===== config.mk =====
export PLATFORM = sky130hd
export DESIGN_NAME = acc_stream_arbiter_flat
export DESIGN_NICKNAME = d
export VERILOG_FILES = /design/src/rtl/acc_stream_arbiter_if.sv /design/src/rtl/acc_stream_arbiter.sv /design/src/flat_wrapper.sv
export SDC_FILE = /design/constraint.sdc
export NUM_CORES = 1
export LEC_CHECK = 0
export CORE_AREA = 8 8 436 438
export CTS_CLUSTER_DIAMETER = 200
export CTS_CLUSTER_SIZE = 12
export DETAILED_ROUTE_END_ITERATION = 16
export DIE_AREA = 0 0 444 446
export GPL_TIMING_DRIVEN = 0
export PLACE_DENSITY = 0.35
export SYNTH_ARGS = -nofsm -noshare
export SYNTH_HDL_FRONTEND = slang
export SYNTH_SLANG_ARGS = --single-unit

===== constraint.sdc =====
create_clock -name clk -period 9.6 [get_ports clk]
set_input_delay 0.96 -clock clk [delete_from_list [all_inputs] [get_ports clk]]
set_output_delay 0.96 -clock clk [all_outputs]
set_load 0.01 [all_outputs]

===== src/rtl/acc_stream_arbiter_if.sv =====
// Stream bundle between the accelerators, the merger and the manager input.
// Upstream side: NUM_ACCS packed AXI-Stream channels. Downstream side: one
// merged channel tagged with the source index on m_tid.
interface acc_stream_arbiter_if #(
  parameter int NUM_ACCS   = 16,
  parameter int DATA_WIDTH = 64
);
  localparam int TID_W = $clog2(NUM_ACCS);

  logic [NUM_ACCS-1:0]            s_tvalid;
  logic [NUM_ACCS-1:0]            s_tready;
  logic [NUM_ACCS*DATA_WIDTH-1:0] s_tdata;
  logic [NUM_ACCS-1:0]            s_tlast;

  logic                           m_tvalid;
  logic                           m_tready;
  logic [TID_W-1:0]               m_tid;
  logic [DATA_WIDTH-1:0]          m_tdata;
  logic                           m_tlast;

  // Merger view: consumes the per-accelerator streams, drives the merged stream.
  modport master (
    input  s_tvalid, s_tdata, s_tlast, m_tready,
    output s_tready, m_tvalid, m_tid, m_tdata, m_tlast
  );

  // Environment view: accelerators plus the downstream manager.
  modport slave (
    output s_tvalid, s_tdata, s_tlast, m_tready,
    input  s_tready, m_tvalid, m_tid, m_tdata, m_tlast
  );
endinterface


===== src/rtl/acc_stream_arbiter.sv =====
// Packet-aware N:1 AXI-Stream merger. Round-robin selection between packets,
// grant held until the tlast beat so packets never interleave, one-beat
// registered output carrying the source index on m_tid.
module acc_stream_arbiter #(
  parameter int NUM_ACCS   = 16,
  parameter int DATA_WIDTH = 64
) (
  input  logic                  clk,
  input  logic                  rst,
  acc_stream_arbiter_if.master  bus
);
  localparam int TID_W = $clog2(NUM_ACCS);

  typedef enum logic [0:0] {
    IDLE   = 1'b0,
    LOCKED = 1'b1
  } state_t;

  state_t                state_r;
  state_t                state_next_s;
  logic [TID_W-1:0]      rr_ptr_r;
  logic [TID_W-1:0]      rr_ptr_next_s;
  logic [TID_W-1:0]      owner_r;
  logic [TID_W-1:0]      owner_next_s;
  logic [TID_W-1:0]      pick_s;
  logic                  pick_valid_s;
  logic [TID_W-1:0]      sel_s;
  logic                  can_load_s;
  logic                  accept_s;
  logic                  sel_last_s;
  logic [DATA_WIDTH-1:0] sel_data_s;
  logic [NUM_ACCS-1:0]   ready_s;

  // (base + off) modulo NUM_ACCS; off never exceeds NUM_ACCS so one
  // conditional subtraction suffices, also for non-power-of-two counts.
  function automatic logic [TID_W-1:0] rot_idx(input logic [TID_W-1:0] base,
                                               input int off);
    int sum;
    sum = int'(base) + off;
    if (sum >= NUM_ACCS) begin
      sum = sum - NUM_ACCS;
    end else begin
      sum = sum;
    end
    return TID_W'(sum);
  endfunction

  // Rotating priority scan: walk from the far end back towards rr_ptr so the
  // last hit is the first valid requester at or after rr_ptr.
  always_comb begin
    pick_s       = '0;
    pick_valid_s = 1'b0;
    for (int k = NUM_ACCS - 1; k >= 0; k--) begin
      if (bus.s_tvalid[rot_idx(rr_ptr_r, k)]) begin
        pick_s       = rot_idx(rr_ptr_r, k);
        pick_valid_s = 1'b1;
      end else begin
        pick_s       = pick_s;
      end
    end
  end

  // Grant, upstream ready and selected beat; ready is gated by the output
  // register having room and forced low while reset is asserted.
  always_comb begin
    can_load_s = !bus.m_tvalid || bus.m_tready;
    ready_s    = '0;
    if (state_r == LOCKED) begin
      sel_s = owner_r;
    end else begin
      sel_s = pick_s;
    end
    if (!rst && can_load_s) begin
      if (state_r == LOCKED) begin
        ready_s[owner_r] = 1'b1;
      end else if (pick_valid_s) begin
        ready_s[pick_s] = 1'b1;
      end else begin
        ready_s = '0;
      end
    end else begin
      ready_s = '0;
    end
    accept_s   = |(ready_s & bus.s_tvalid);
    sel_data_s = bus.s_tdata[sel_s*DATA_WIDTH +: DATA_WIDTH];
    sel_last_s = bus.s_tlast[sel_s];
  end

  assign bus.s_tready = ready_s;

  // Next-state logic: a non-final beat locks the grant to its source, the
  // final beat releases it and moves priority past that source.
  always_comb begin
    state_next_s  = state_r;
    rr_ptr_next_s = rr_ptr_r;
    owner_next_s  = owner_r;
    case (state_r)
      IDLE: begin
        if (accept_s) begin
          if (sel_last_s) begin
            rr_ptr_next_s = rot_idx(pick_s, 1);
          end else begin
            owner_next_s = pick_s;
            state_next_s = LOCKED;
          end
        end else begin
          state_next_s = IDLE;
        end
      end
      LOCKED: begin
        if (accept_s && sel_last_s) begin
          state_next_s  = IDLE;
          rr_ptr_next_s = rot_idx(owner_r, 1);
        end else begin
          state_next_s = LOCKED;
        end
      end
      default: begin
        state_next_s = IDLE;
      end
    endcase
  end

  // Arbitration state register.
  always_ff @(posedge clk) begin
    if (rst) begin
      state_r  <= IDLE;
      rr_ptr_r <= '0;
      owner_r  <= '0;
    end else begin
      state_r  <= state_next_s;
      rr_ptr_r <= rr_ptr_next_s;
      owner_r  <= owner_next_s;
    end
  end

  // One-beat output buffer: reloads whenever it is empty or being drained.
  always_ff @(posedge clk) begin
    if (rst) begin
      bus.m_tvalid <= 1'b0;
      bus.m_tdata  <= '0;
      bus.m_tid    <= '0;
      bus.m_tlast  <= 1'b0;
    end else if (can_load_s) begin
      bus.m_tvalid <= accept_s;
      if (accept_s) begin
        bus.m_tdata <= sel_data_s;
        bus.m_tid   <= sel_s;
        bus.m_tlast <= sel_last_s;
      end
    end
  end
endmodule


===== src/flat_wrapper.sv =====
// flat-port wrapper written by rule: the top's interface ports become plain ports
module acc_stream_arbiter_flat 
#(
  parameter int NUM_ACCS   = 16,
  parameter int DATA_WIDTH = 64
)
  (clk, rst, bus_s_tvalid, bus_s_tdata, bus_s_tlast, bus_m_tready, bus_s_tready, bus_m_tvalid, bus_m_tid, bus_m_tdata, bus_m_tlast);
  acc_stream_arbiter_if #(.NUM_ACCS(NUM_ACCS), .DATA_WIDTH(DATA_WIDTH)) bus_i ();
  input  logic clk;
  input  logic rst;
  input wire logic [$bits(bus_i.s_tvalid)-1:0] bus_s_tvalid;
  input wire logic [$bits(bus_i.s_tdata)-1:0] bus_s_tdata;
  input wire logic [$bits(bus_i.s_tlast)-1:0] bus_s_tlast;
  input wire logic [$bits(bus_i.m_tready)-1:0] bus_m_tready;
  output wire logic [$bits(bus_i.s_tready)-1:0] bus_s_tready;
  output wire logic [$bits(bus_i.m_tvalid)-1:0] bus_m_tvalid;
  output wire logic [$bits(bus_i.m_tid)-1:0] bus_m_tid;
  output wire logic [$bits(bus_i.m_tdata)-1:0] bus_m_tdata;
  output wire logic [$bits(bus_i.m_tlast)-1:0] bus_m_tlast;
  assign bus_i.s_tvalid = bus_s_tvalid;
  assign bus_i.s_tdata = bus_s_tdata;
  assign bus_i.s_tlast = bus_s_tlast;
  assign bus_i.m_tready = bus_m_tready;
  assign bus_s_tready = bus_i.s_tready;
  assign bus_m_tvalid = bus_i.m_tvalid;
  assign bus_m_tid = bus_i.m_tid;
  assign bus_m_tdata = bus_i.m_tdata;
  assign bus_m_tlast = bus_i.m_tlast;
  acc_stream_arbiter #(.NUM_ACCS(NUM_ACCS), .DATA_WIDTH(DATA_WIDTH)) u_core (.clk(clk), .rst(rst), .bus(bus_i));
endmodule

After elaboration in Yosys (flattened, before gate mapping)
Index checks and enable logic that the tools add are counted.
W data, S select, Z words.
{"block": "op_classes", "n_addsub": 35, "magnitude_cmp": 39, "eq_ne": 3, "shifts": 1, "mux": 100, "bitwise_logic": 3, "n_reduce_logical": 11}
{"cell": "$shiftx A1024 B11 Y64", "count": 1}
{"cell": "$mux W4", "count": 38}
{"cell": "$lt A4 B5 Y1 const B", "count": 19}
{"cell": "$ge A5 B5 Y1 const B", "count": 17}
{"cell": "$sub A4 B1 Y4 const B", "count": 18}
{"cell": "$bmux W1 S4", "count": 17}
{"cell": "$mux W16", "count": 3}
{"cell": "$add A4 B4 Y5 const B", "count": 8}
{"cell": "$mux W1", "count": 38}
{"cell": "$add A4 B3 Y5 const B", "count": 4}
{"cell": "$and A16 B16 Y16", "count": 1}
{"cell": "$reduce_or A16 Y1", "count": 1}
{"cell": "$add A4 B1 Y5 const B", "count": 3}
{"cell": "$add A4 B2 Y5 const B", "count": 2}
{"cell": "$demux W1 S4", "count": 2}
{"cell": "$ge A4 B1 Y1 const B", "count": 2}
{"cell": "$pmux W4 S2", "count": 1}
{"cell": "$reduce_and A3 Y1", "count": 2}
{"cell": "$ge A4 B5 Y1 const B", "count": 1}
{"cell": "$logic_and A1 B1 Y1", "count": 4}
{"cell": "$ne A2 B1 Y1 const B", "count": 2}
{"cell": "$logic_not A1 Y1", "count": 2}
{"cell": "$ne A2 B2 Y1 const B", "count": 1}
{"cell": "$not A1 Y1", "count": 2}
{"cell": "3 further kinds", "count": 3}
{"block": "totals", "register_bits": 79, "input_bits": 1059, "out_inout_bits": 86, "word_cells": 199}

Logic depth before layout (Yosys ltp)
{"block": "logic_depth", "ltp_word": 33, "depth_mapped": 24, "mapped_depth_nobuf": 16}

Worst setup path before layout
OpenSTA, ideal clock, no wires.
{"block": "synth_timing", "path_type": "flip-flop to flip-flop", "startpoint": "register u_core.rr_ptr_r[1]", "endpoint": "register u_core.bus.m_tdata[21]", "setup_ps": 143, "t_arrival_ps": 5751, "t_required_ps": 9457, "path_slack_ps": 3705, "path_stages_with_launch": 22, "n_path_buf": 6, "synth_period_minus_slack_ps": 5895, "cell_sequence": "dfxtp_1 buf_2 buf_4 clkbuf_1 inv_1 ha_1 buf_2 buf_2 mux4_2 mux2_2 mux2_2 a2111oi_0 o21ai_1 nand4b_1 a221o_1 nand2_1 inv_2 clkbuf_1 mux4_2 a22o_1 o41ai_2 a21oi_2"}
{"block": "synth_between", "elab_chain_len": 31, "word_cells_on_any_way": 140, "cone_classes": "add/sub: 31; order compare: 18; shift: 1; mux: 86; bitwise: 1; reduce/logical: 3"}
{"element": "start, declared", "line": "acc_stream_arbiter.sv:21", "source": "logic [TID_W-1:0] rr_ptr_r;"}
{"element": "start signal, assigned", "line": "acc_stream_arbiter.sv:132", "source": "rr_ptr_r <= rr_ptr_next_s;"}
{"element": "$add A4 B4 Y5", "line": "acc_stream_arbiter.sv:39", "source": "sum = int'(base) + off;"}
{"element": "$sub A4 B1 Y4 / $ge A5 B5 Y1 (equally long branches)", "line": "acc_stream_arbiter.sv:41, acc_stream_arbiter.sv:40"}
{"element": "$mux W4", "line": "acc_stream_arbiter.sv:40", "source": "if (sum >= NUM_ACCS) begin"}
{"element": "$bmux W1 S4", "line": "acc_stream_arbiter.sv:54", "source": "if (bus.s_tvalid[rot_idx(rr_ptr_r, k)]) begin"}
{"element": "$mux W1 (not written as such)", "line": "acc_stream_arbiter.sv:54"}
{"element": "$mux W4 (16 in a row)", "line": "acc_stream_arbiter.sv:54"}
{"element": "$lt A4 B5 Y1 (not written as such) / $ge A4 B1 Y1 (equally long branches)", "line": "acc_stream_arbiter.sv:77", "source": "ready_s[pick_s] = 1'b1;"}
{"element": "$logic_and A1 B1 Y1 (not written as such)", "line": "acc_stream_arbiter.sv:77"}
{"element": "$mux W1 (not written as such)", "line": "acc_stream_arbiter.sv:77"}
{"element": "$demux W1 S4"}
{"element": "$mux W16", "line": "acc_stream_arbiter.sv:76", "source": "end else if (pick_valid_s) begin"}
{"element": "$mux W16", "line": "acc_stream_arbiter.sv:74", "source": "if (state_r == LOCKED) begin"}
{"element": "$mux W16", "line": "acc_stream_arbiter.sv:73", "source": "if (!rst && can_load_s) begin"}
{"element": "$and A16 B16 Y16", "line": "acc_stream_arbiter.sv:84", "source": "accept_s = |(ready_s & bus.s_tvalid);"}
{"element": "$reduce_or A16 Y1", "line": "acc_stream_arbiter.sv:84"}
{"element": "$reduce_and A2 Y1 (no line)"}
{"element": "end signal, assigned", "line": "acc_stream_arbiter.sv:147", "source": "bus.m_tdata <= sel_data_s;"}
{"element": "end, declared", "line": "acc_stream_arbiter_if.sv:24", "source": "output s_tready, m_tvalid, m_tid, m_tdata, m_tlast"}
Several ways; a longest one is shown, not always the timed one. The select of a mux whose other input is x is not followed.
A chain may end at the register's enable or synchronous reset.

Worst setup path after layout
{"block": "layout_timing", "startpoint": "register u_core.rr_ptr_r[1]", "endpoint": "register u_core.bus.m_tdata[8]"}
The elaborated chain is that of the path after synthesis.

==> impl_metrics.json <==
{
  "status": "finished, final reports clean",
  "drive_gt1_share_pct": 13.4,
  "wl_per_cell_um": 39.3,
  "numCtsBuffers": 9,
  "syn_area_sq_mm": 0.0149,
  "track_usage_pct": 20.2,
  "slowest_stage": "o41ai_1",
  "fp.dieW_um": 444,
  "viasPerCell": 4.03,
  "worst_slew_pin_slew_ns": 1.29,
  "synth-edff-count": 0,
  "syn-mean-instance-area_sq_um": 8.48,
  "yosys.area.top_type_share_pct": 23.5,
  "cp.arrival_ns": 9.45,
  "yosysSeqAreaShare_pct": 10.6,
  "synth_xor_area_share_pct": 1.08,
  "timing.final.ws_setup_ns": 0.416,
  "slew_headroom_pct": 14.0,
  "place.gp.congestion": 0.939,
  "finalSetupViolCount": 0,
  "synthSimpleGateAreaFrac_pct": 15.8,
  "end_kind": "register",
  "grt_pass1_wl_mm": 258,
  "clockRootBuffer": "clkbuf_16",
  "synth-compound-area-share_pct": 29.1,
  "grt_max_degree": 14,
  "path_cells": "buf_2 > buf_4 > clkbuf_1 > inv_1 > ha_1 > buf_2 > clkbuf_1 > mux4_2 > mux2_2 > mux2_2 > nor4_1 > o311a_1 > o31a_1 > nor2_4 > buf_12 > inv_2 > buf_2 > buf_2 > buf_2 > mux2i_1 > o22ai_1 > o41ai_1 > a21oi_1",
  "cp_top_family": "buffers and inverters",
  "grt_pass1_vias": 21600,
  "postLayoutCoreUtil_pct": 16.3,
  "crit_buf_inv": 11,
  "drc": 0,
  "startpoint_type": "register",
  "vdd_drop_max_v": 0.000129,
  "core_area_sq_mm": 0.184,
  "yosys-top-cells-area": "mux4_2 (23%), mux2i_1 (11%), dfxtp_1 (11%)",
  "fin_nets": 3978,
  "synth_area_leader_cell": "mux4_2",
  "power.density_mw_per_mm2": 232,
  "fin_worst_skew_ns": 0.0188,
  "synth.net_count": 2819,
  "r2r_slack_ns": 0.42,
  "ys.flop_type": "dfxtp_1",
  "cp.required_ns": 9.87,
  "port_buffers": 1141,
  "critPathKind": "register to register",
  "insertion_delay_ns": 0.43,
  "ys_ff_latch": 79,
  "cts_sinks": 79,
  "antenna_found_initial": 223,
  "synth_cells": 1752,
  "chipHeight_um": 446,
  "std_cell_rows": 158,
  "crit_fanout": 10,
  "routed_wl_mm": 211,
  "fin_crit_sh_pct": 95.7,
  "rsz0062_at_grt": "no",
  "synthMuxAreaShare_pct": 36.8,
  "dp_hpwl_mm": 188,
  "die_area_sq_mm": 0.198,
  "yosysWarnings": 0,
  "synthToLayoutAreaGrowth_pct": 101,
  "drv_cap": 0,
  "clock_path_buffers": 2,
  "grt_overflow": 0,
  "firstDrtPassIters": 5,
  "synth.distinct_cells": 87,
  "initial_core_util_pct": 8.09,
  "min_path_type": "register to register",
  "max_freq_mhz": 109,
  "slew_viol_final": 0,
  "ant_nets": 0,
  "vias": 21600,
  "crit_top_cell": "buf_2",
  "dp_slack_ns": -0.371,
  "io_pins": 1145,
  "synthAdderAreaFrac_pct": 0.673,
  "synth_top_family_by_area": "multiplexers",
  "clkTransAtPathRegs_ns": 0.07,
  "drt_iter0_markers": 1863,
  "cpPeakStageDelay_ns": 0.80,
  "ctsHtreeMaxLevel": 3,
  "leakagePower_nw": 9.92,
  "hold_viol": 0,
  "layout_min_cycle_time_ns": 9.18,
  "cts_tree": "built",
  "synthArstFlopShare_pct": 0
}
[Yosys cell counts, types with 6 or more instances]
library cell	number
nor2_1	44
a21oi_1	193
a22oi_1	10
nand2_1	386
nor3_1	13
o22ai_1	68
clkbuf_1	113
o21ai_1	15
mux2i_1	168
nor2b_1	8
ha_1	8
xor2_1	6
nand3_1	28
o31ai_1	6
buf_2	42
nand2b_1	10
nor4_1	6
a221oi_1	9
buf_12	6
o41ai_1	13
o211ai_1	7
mux4_2	155
buf_1	6
a32oi_1	8
o21ai_0	23
nand4_1	9
mux2_2	20
o41ai_2	50
dfxtp_1	79
a21oi_2	51
inv_1	11
a22o_1	64
a211oi_1	7
[stage by stage]
stage,cell area [sq um],hold slack [ns],instances,power (W),setup TNS (ns)
global route,29800,0.472,5342,0.00730,0
detailed placement,29400,0.442,5298,0.00655,-0.371
finish,29900,0.451,5375,0.00694,0
floorplan,14900,0.476,1752,0.00371,0
global placement,29300,0.439,5293,0.00652,-18.94
CTS,29800,0.452,5316,0.00706,0
[final cells by class]
| type | count | area [sq um] |
|---|---|---|
| fillers | 20600 | 154000 |
| multi-input cells | 1486 | 12400 |
| repair buffers | 1148 | 11500 |
| well taps | 2400 | 3000 |
| flip-flops and latches | 79 | 1580 |
| plain buffers | 172 | 835 |
| clock buffers | 11 | 243 |
| diodes | 59 | 148 |
| clock inverters | 5 | 81.3 |
| inverters | 15 | 56.3 |
[cell usage in the layout, fill, tap and decap left out, types with 23 or more instances in the layout]
cell	n
clkdlybuf4s50_1	1141
nand2_1	385
a21oi_1	193
mux2i_1	168
mux4_2	155
clkbuf_1	104
dfxtp_1	79
o22ai_1	68
a22o_1	64
diode_2	59
a21oi_2	51
o41ai_2	51
nor2_1	44
buf_2	42
nand3_1	28
o21ai_0	23
[timing repair]
action                     CTS  global route
gates resized for setup      0             8
pin swaps                    1             0
setup buffers                2             0
setup endpoints to repair    1             3
hold buffers                 0             0
[worst register-to-register path: stages, from the launching register on]
cell and delay (ns):
dfxtp_1 0.42, buf_2 0.32, buf_4 0.32, clkbuf_1 0.52, inv_1 0.42, ha_1 0.40, buf_2 0.19, clkbuf_1 0.57
mux4_2 0.47, mux2_2 0.30, mux2_2 0.32, nor4_1 0.55, o311a_1 0.35, o31a_1 0.25, nor2_4 0.07, buf_12 0.15
inv_2 0.06, buf_2 0.61, buf_2 0.66, buf_2 0.50, mux2i_1 0.44, o22ai_1 0.19, o41ai_1 0.80, a21oi_1 0.15
[state kept, by name, indices dropped and copies added (netlist names), named ones only]
| register | cells |
|---|---|
| u_core.bus.m_tdata | 64 |
| u_core.bus.m_tid | 4 |
| u_core.bus.m_tlast | 1 |
| u_core.bus.m_tvalid | 1 |
| u_core.owner_r | 4 |
| u_core.rr_ptr_r | 4 |
[cells by family (layout without fill, tap and decap cells)]
kind of cell | Yosys count | after routing
mux | 347 | 347
fa+ha+maj | 8 | 8
compound gates | 573 | 573
flops | 79 | 79
buf+inv | 187 | 1351
other cells | 0 | 59
xor+xnor | 14 | 14
simple gates | 544 | 544
[power breakdown]
part / switching [W] / internal (W)
registers: 0.0000291 / 0.000387
logic: 0.00380 / 0.00228
clock network: 0.000213 / 0.000236
[path summary, 6_finish.rpt]
| kind | from | end | cells after the start |
|---|---|---|---|
| worst max-delay path | u_core.rr_ptr_r[1]$_SDFFE_PP0P_ | u_core.bus.m_tdata[8]$_SDFFE_PP0P_ | 23 |
| worst min-delay path | u_core.bus.m_tdata[9]$_SDFFE_PP0P_ | u_core.bus.m_tdata[9]$_SDFFE_PP0P_ | 2 |
| worst max register to register | u_core.rr_ptr_r[1]$_SDFFE_PP0P_ | u_core.bus.m_tdata[8]$_SDFFE_PP0P_ | 23 |
| worst min register to register | u_core.bus.m_tdata[9]$_SDFFE_PP0P_ | u_core.bus.m_tdata[9]$_SDFFE_PP0P_ | 2 |
[metal layers]
layer  share of wire [%]  wire length (um)  global-route usage (%)  vias up
met2                  49            103000                    34.5     1144
met4                 2.3              4770                    5.10      110
met1                  39             82400                    24.0    10800
li1                    -                 -                       -     9231
met5                0.32               683                       0        -
met3                 9.5             20000                    7.25      309
Note: power is estimated with default switching activity, not from simulation.
